## src/rtl/stack_param.sv

```systemverilog
// Parametrised LIFO register stack with occupancy and sticky error flags.
// Optional error interrupt pulse enabled by defining STACK_ERR_IRQ_EN.
module stack_param #(
    parameter int DATA_W = 32,
    parameter int DEPTH  = 128
) (
    input  logic                     clk,
    input  logic                     reset,
    input  logic [DATA_W-1:0]        d,
    output logic [DATA_W-1:0]        q,
    input  logic                     push,
    input  logic                     pop,
    input  logic                     clear,
    input  logic                     hold,
    output logic                     full,
    output logic                     empty,
    output logic [$clog2(DEPTH):0]   count,
    output logic                     err_ovf,
    output logic                     err_unf,
    input  logic                     err_ack,
    output logic                     irq
);

    localparam int PTR_W = $clog2(DEPTH);

    logic [DATA_W-1:0] mem [DEPTH];

    logic [PTR_W:0]    ptr_q, ptr_d;
    logic [DATA_W-1:0] q_q, q_d;
    logic              err_ovf_q, err_ovf_d;
    logic              err_unf_q, err_unf_d;

    logic              pop_eff;
    logic              full_w, empty_w;
    logic              we;
    logic [PTR_W-1:0]  waddr;
    logic [PTR_W-1:0]  top_idx;
    logic              ovf_ev, unf_ev;

    assign full_w  = (ptr_q == DEPTH[PTR_W:0]);
    assign empty_w = (ptr_q == '0);
    // Wraps to DEPTH-1 when full, which is exactly the top entry.
    assign top_idx = ptr_q[PTR_W-1:0] - 1'b1;

    always_comb begin
        pop_eff = pop & ~clear & ~hold;
        ptr_d   = ptr_q;
        q_d     = q_q;
        we      = 1'b0;
        waddr   = ptr_q[PTR_W-1:0];
        ovf_ev  = 1'b0;
        unf_ev  = 1'b0;

        if (clear) begin
            q_d = '0;
        end

        case ({push, pop_eff})
            2'b10: begin
                if (!full_w) begin
                    we    = 1'b1;
                    ptr_d = ptr_q + 1'b1;
                end else begin
                    ovf_ev = 1'b1;
                end
            end
            2'b01: begin
                if (!empty_w) begin
                    q_d   = mem[top_idx];
                    ptr_d = ptr_q - 1'b1;
                end else begin
                    q_d    = '0;
                    unf_ev = 1'b1;
                end
            end
            2'b11: begin
                if (!empty_w) begin
                    q_d   = mem[top_idx];
                    we    = 1'b1;
                    waddr = top_idx;
                end else begin
                    q_d    = '0;
                    unf_ev = 1'b1;
                    we     = 1'b1;
                    ptr_d  = ptr_q + 1'b1;
                end
            end
            default: ;
        endcase

        // An event in the same cycle as the acknowledge keeps the flag set.
        err_ovf_d = ovf_ev | (err_ovf_q & ~err_ack);
        err_unf_d = unf_ev | (err_unf_q & ~err_ack);
    end

    always_ff @(posedge clk) begin
        if (we && !reset) begin
            mem[waddr] <= d;
        end
    end

    always_ff @(posedge clk or posedge reset) begin
        if (reset) begin
            ptr_q     <= '0;
            q_q       <= '0;
            err_ovf_q <= 1'b0;
            err_unf_q <= 1'b0;
        end else begin
            ptr_q     <= ptr_d;
            q_q       <= q_d;
            err_ovf_q <= err_ovf_d;
            err_unf_q <= err_unf_d;
        end
    end

`ifdef STACK_ERR_IRQ_EN
    logic irq_q, irq_d;

    assign irq_d = ovf_ev | unf_ev;

    always_ff @(posedge clk or posedge reset) begin
        if (reset) begin
            irq_q <= 1'b0;
        end else begin
            irq_q <= irq_d;
        end
    end

    assign irq = irq_q;
`else
    assign irq = 1'b0;
`endif

    assign q       = q_q;
    assign count   = ptr_q;
    assign full    = full_w;
    assign empty   = empty_w;
    assign err_ovf = err_ovf_q;
    assign err_unf = err_unf_q;

endmodule

```

## config.mk

```make
export PLATFORM = sky130hd
export DESIGN_NAME = stack_param
export DESIGN_NICKNAME = d
export VERILOG_FILES = /design/src/rtl/stack_param.sv
export SDC_FILE = /design/constraint.sdc
export NUM_CORES = 2
export LEC_CHECK = 0
export BUFFER_PORTS_ARGS = -buffer_cell sky130_fd_sc_hd__clkbuf_2
export CORE_MARGIN = 3
export CORE_UTILIZATION = 25
export CTS_BUF_LIST = sky130_fd_sc_hd__clkbuf_8
export DETAILED_ROUTE_END_ITERATION = 10
export GPL_TIMING_DRIVEN = 0
export PLACE_DENSITY = 0.38
export SYNTH_ARGS = -nofsm -noshare
export SYNTH_HDL_FRONTEND = slang
export SYNTH_SLANG_ARGS = --single-unit
export TNS_END_PERCENT = 1
```

## constraint.sdc

```tcl
create_clock -name clk -period 9.5 [get_ports clk]
set_input_delay 0.475 -clock clk [delete_from_list [all_inputs] [get_ports clk]]
set_output_delay 0.475 -clock clk [all_outputs]
set_load 0.01 [all_outputs]
```

==> qor.yml <==
fp.dieW_um: 803
drc: 1
crit_slowest_cell: "clkbuf_1"
setup_violations: 553
most-common-layout-cells: "4096 x edfxtp_1, 1068 x mux4_2, 759 x clkbuf_8"
hold_viol: 0
core_area_um2: 633000
seq_area_frac_synth_pct: 78.1
final_common_cell: "edfxtp_1"
clk_path_buf_depth: 4
portBuffers: 81
relSlewSlack_pct: -7.64
mappedNetlistNets: 7355
die_h_um: 803
grt_setup_unrepaired: "yes"
initial_utilization_pct: 25.1
crit_path_max_incr_delay_ps: 1180
max-cap-violations: 11
outcome: "complete, but fails checks"
total_power_mw: 68.3
dpl.hpwl_um: 577000
cts_buffers: 723
tightest_slew_ps: 1610
synth-seq-cells: 4138
cp_max_fo: 10
rows: 292
clk_pin_slew_worst_paths_ps: 60
combPwrFrac_pct: 47.4
arrival_ps: 11110
viasPerCell: 5.32
via_count: 93441
gp_congestion: 0.888
cts.sinks: 4138
grt_use_met2_pct: 36.7
syn_avg_cell_area_um2: 21.7
synth_flop_cell: "edfxtp_1"
fmax_ghz: 0.101
p_per_area_nw_per_um2: 353
r2r_start: "count[0]"
use_met1_pct: 31.6
antenna_left: 0
grt.busiest_layer: "met2"
p_switching_mw: 31.4
grt_first_pass_wirelength_um: 1000000
syn_area_um2: 159000
fin_cells: 17552
dp_cells: 16183
crit_chain: "buf_4 -> buf_4 -> buf_2 -> buf_2 -> inv_1 -> clkbuf_1 -> ha_1 -> xnor2_1 -> clkbuf_2 -> clkbuf_1 -> clkbuf_1 -> nand2_1 -> a311oi_2 -> a31oi_1 -> o21ai_0 -> a22o_1"
pre_cts_ws_ps: -618
grt_pass1_vias: 89809
wire_per_inst_um: 45.6
netlist_instances: 7314
hold_path_depth: 4
clock_power_share_pct: 22.4
rrSetupSlack_ps: -360
slew_violations: 83
fin_nets: 8618
r2r-end: "q[31]"
io_pins: 84
cts_tree: "done"
start_kind: "flip-flop"
ir_worst_vdd_v: 0.000233
p_leak_nw: 61.1
insertion_delay_ps: 1320
ys_async_sr_fraction_pct: 1.01
rr_worst_depth: 16
grt_max_degree: 129
timing.final.crit_share_pct: 104
internal_power_mw: 36.8
wl_um: 800000
swShare_pct: 46.1
holdWs_ps: 157
cp.required_ps: 10750
hp-class: "input pin to flip-flop"
h-tree-depth: 6
gr-usage-met3_pct: 7.36
yosysUniqueCellTypes: 62
pwr-share-seq_pct: 30.3
fin_ws_ps: -358
fin_skew_ps: 104
endpoint_kind: "flip-flop"
hold_end: "err_ovf"
crit_path_frequent_cell: "clkbuf_1"
crit_type: "flip-flop to flip-flop"
dieArea_um2: 645000
synthToLayoutAreaGrowth_pct: 21.9
yosys_warnings: 0
antenna_found_initial: 136
cts_root_buf: "clkbuf_8"
hp-start: "pop"
grt_use_total_pct: 24.1
final_util_pct: 30.6
violations: "DRC, capacitance limit, slew limit, setup timing"
gr-total-overflow: 0
fin_crit_ps: 9860
drive_gt1_share_pct: 31.1
synth-edff-count: 4096
dr.pass1.iters: 10
drt_iter0_markers: 16513
==> flip-flops by register name (all words and copies together), names as in the netlist <==
name,count
mem,4096
q,32
count,8
err_ovf,1
err_unf,1
==> synth_stat cells (3+ instances only) <==
cell type / n / area, µm²
buf_4: 58 / 435
a32oi_1: 48 / 420
a21oi_1: 70 / 350
o41ai_1: 4 / 35.0
mux2i_1: 84 / 841
mux4_2: 1068 / 24100
o211ai_1: 3 / 22.5
nand3_1: 203 / 1020
o21ai_0: 16 / 80.1
a22o_1: 7 / 61.3
o221ai_1: 7 / 61.3
xor2_1: 6 / 52.6
buf_2: 141 / 706
a221o_1: 10 / 100
a211oi_1: 4 / 30.0
buf_1: 29 / 109
dfrtp_1: 42 / 1050
a2111o_1: 4 / 45.0
buf_6: 4 / 45.0
a221oi_1: 5 / 43.8
o22ai_1: 13 / 81.3
nor2b_1: 4 / 25.0
clkbuf_1: 182 / 683
mux2_2: 3 / 33.8
nand2b_1: 9 / 56.3
and3_1: 48 / 300
nand4_1: 29 / 181
nor4_1: 14 / 87.6
inv_1: 7 / 26.3
a32o_1: 3 / 30.0
xnor2_1: 12 / 105
a311oi_1: 56 / 490
edfxtp_1: 4096 / 123000
nor3_1: 34 / 170
nor2_1: 168 / 631
a211o_1: 3 / 26.3
nand2_1: 746 / 2800
a31oi_1: 36 / 225
a2bb2oi_1: 8 / 70.1
==> worst max-delay path, delay by kind of cell (launching register included) <==
family                     cells  cell delay, ps
and+or+nand+nor                1             530
xor gates and xnor gates       1             250
DFF                            1             400
buffers and inverters          9            5590
AOI/OAI and AO/OA              4            2330
adders and majority gates      1             550
==> final cells by class <==
class	instances	area, µm²
clock buffer	733	10100
sequential	4138	124000
tap	8379	10500
inverter	9	36.3
clock inverter	549	2770
multi-input combinational	2753	34000
antenna	39	97.6
timing repair buffer	538	10100
fill	61417	439000
buffer	414	2060
==> power by group through the flow <==
stage,registers [mW],logic (mW),clock network (mW)
floorplan,20.8,13.8,0
global placement,21.1,30.7,0
detailed placement,21.0,31.6,0
CTS,20.7,31.7,15.5
global route,20.7,32.4,16.3
finish,20.7,32.3,15.3
==> layer usage <==
layer  vias up  part of all wire (%)  routed length (µm)
met2      6564                    44              355000
met4        34                   5.6               44900
li1      33288                     -                   -
met5         -                 0.028                 226
met3      1552                    11               85400
met1     52003                    39              314000
==> how the worst max path moves through the flow <==
| stage | start | cells past startpoint | endpoint |
|---|---|---|---|
| 3_5_place_dp | count[0] | 17 | mem[99][18] |
| 4_1_cts | count[0] | 18 | mem[42][9] |
| 5_1_grt | count[0] | 17 | mem[57][20] |
| 6_report | count[0] | 16 | q[31] |
| 2_1_floorplan | count[0] | 15 | mem[10][0] |
| 3_3_place_gp | count[0] | 15 | mem[90][23] |
==> repair_timing <==
action,CTS,global route
pin swaps,1,0
setup endpoints to repair,1521,535
endpoints found under the hold margin,2305,0
buffers inserted,3,0
hold buffers,44,0
resized for setup,2,2
==> cell families after synthesis <==
logic type,Yosys count,synth area share (%)
AND/OR/NAND/NOR,1268,3.38
adder cells (fa/ha/maj),2,0.0158
other,1,0.00236
multiplexers,1155,15.7
buffers and inverters,423,1.27
XOR/XNOR,19,0.109
flip-flops,4138,78.1
AO/OA/AOI/OAI,308,1.43
==> metrics by stage <==
stage	setup TNS, ps	cell area (µm²)
floorplan	0	159000
global placement	-	170000
detailed placement	-261510	180000
CTS	0	193000
global route	-1470	193000
finish	-42530	194000
(Power assumes the default switching activity.)
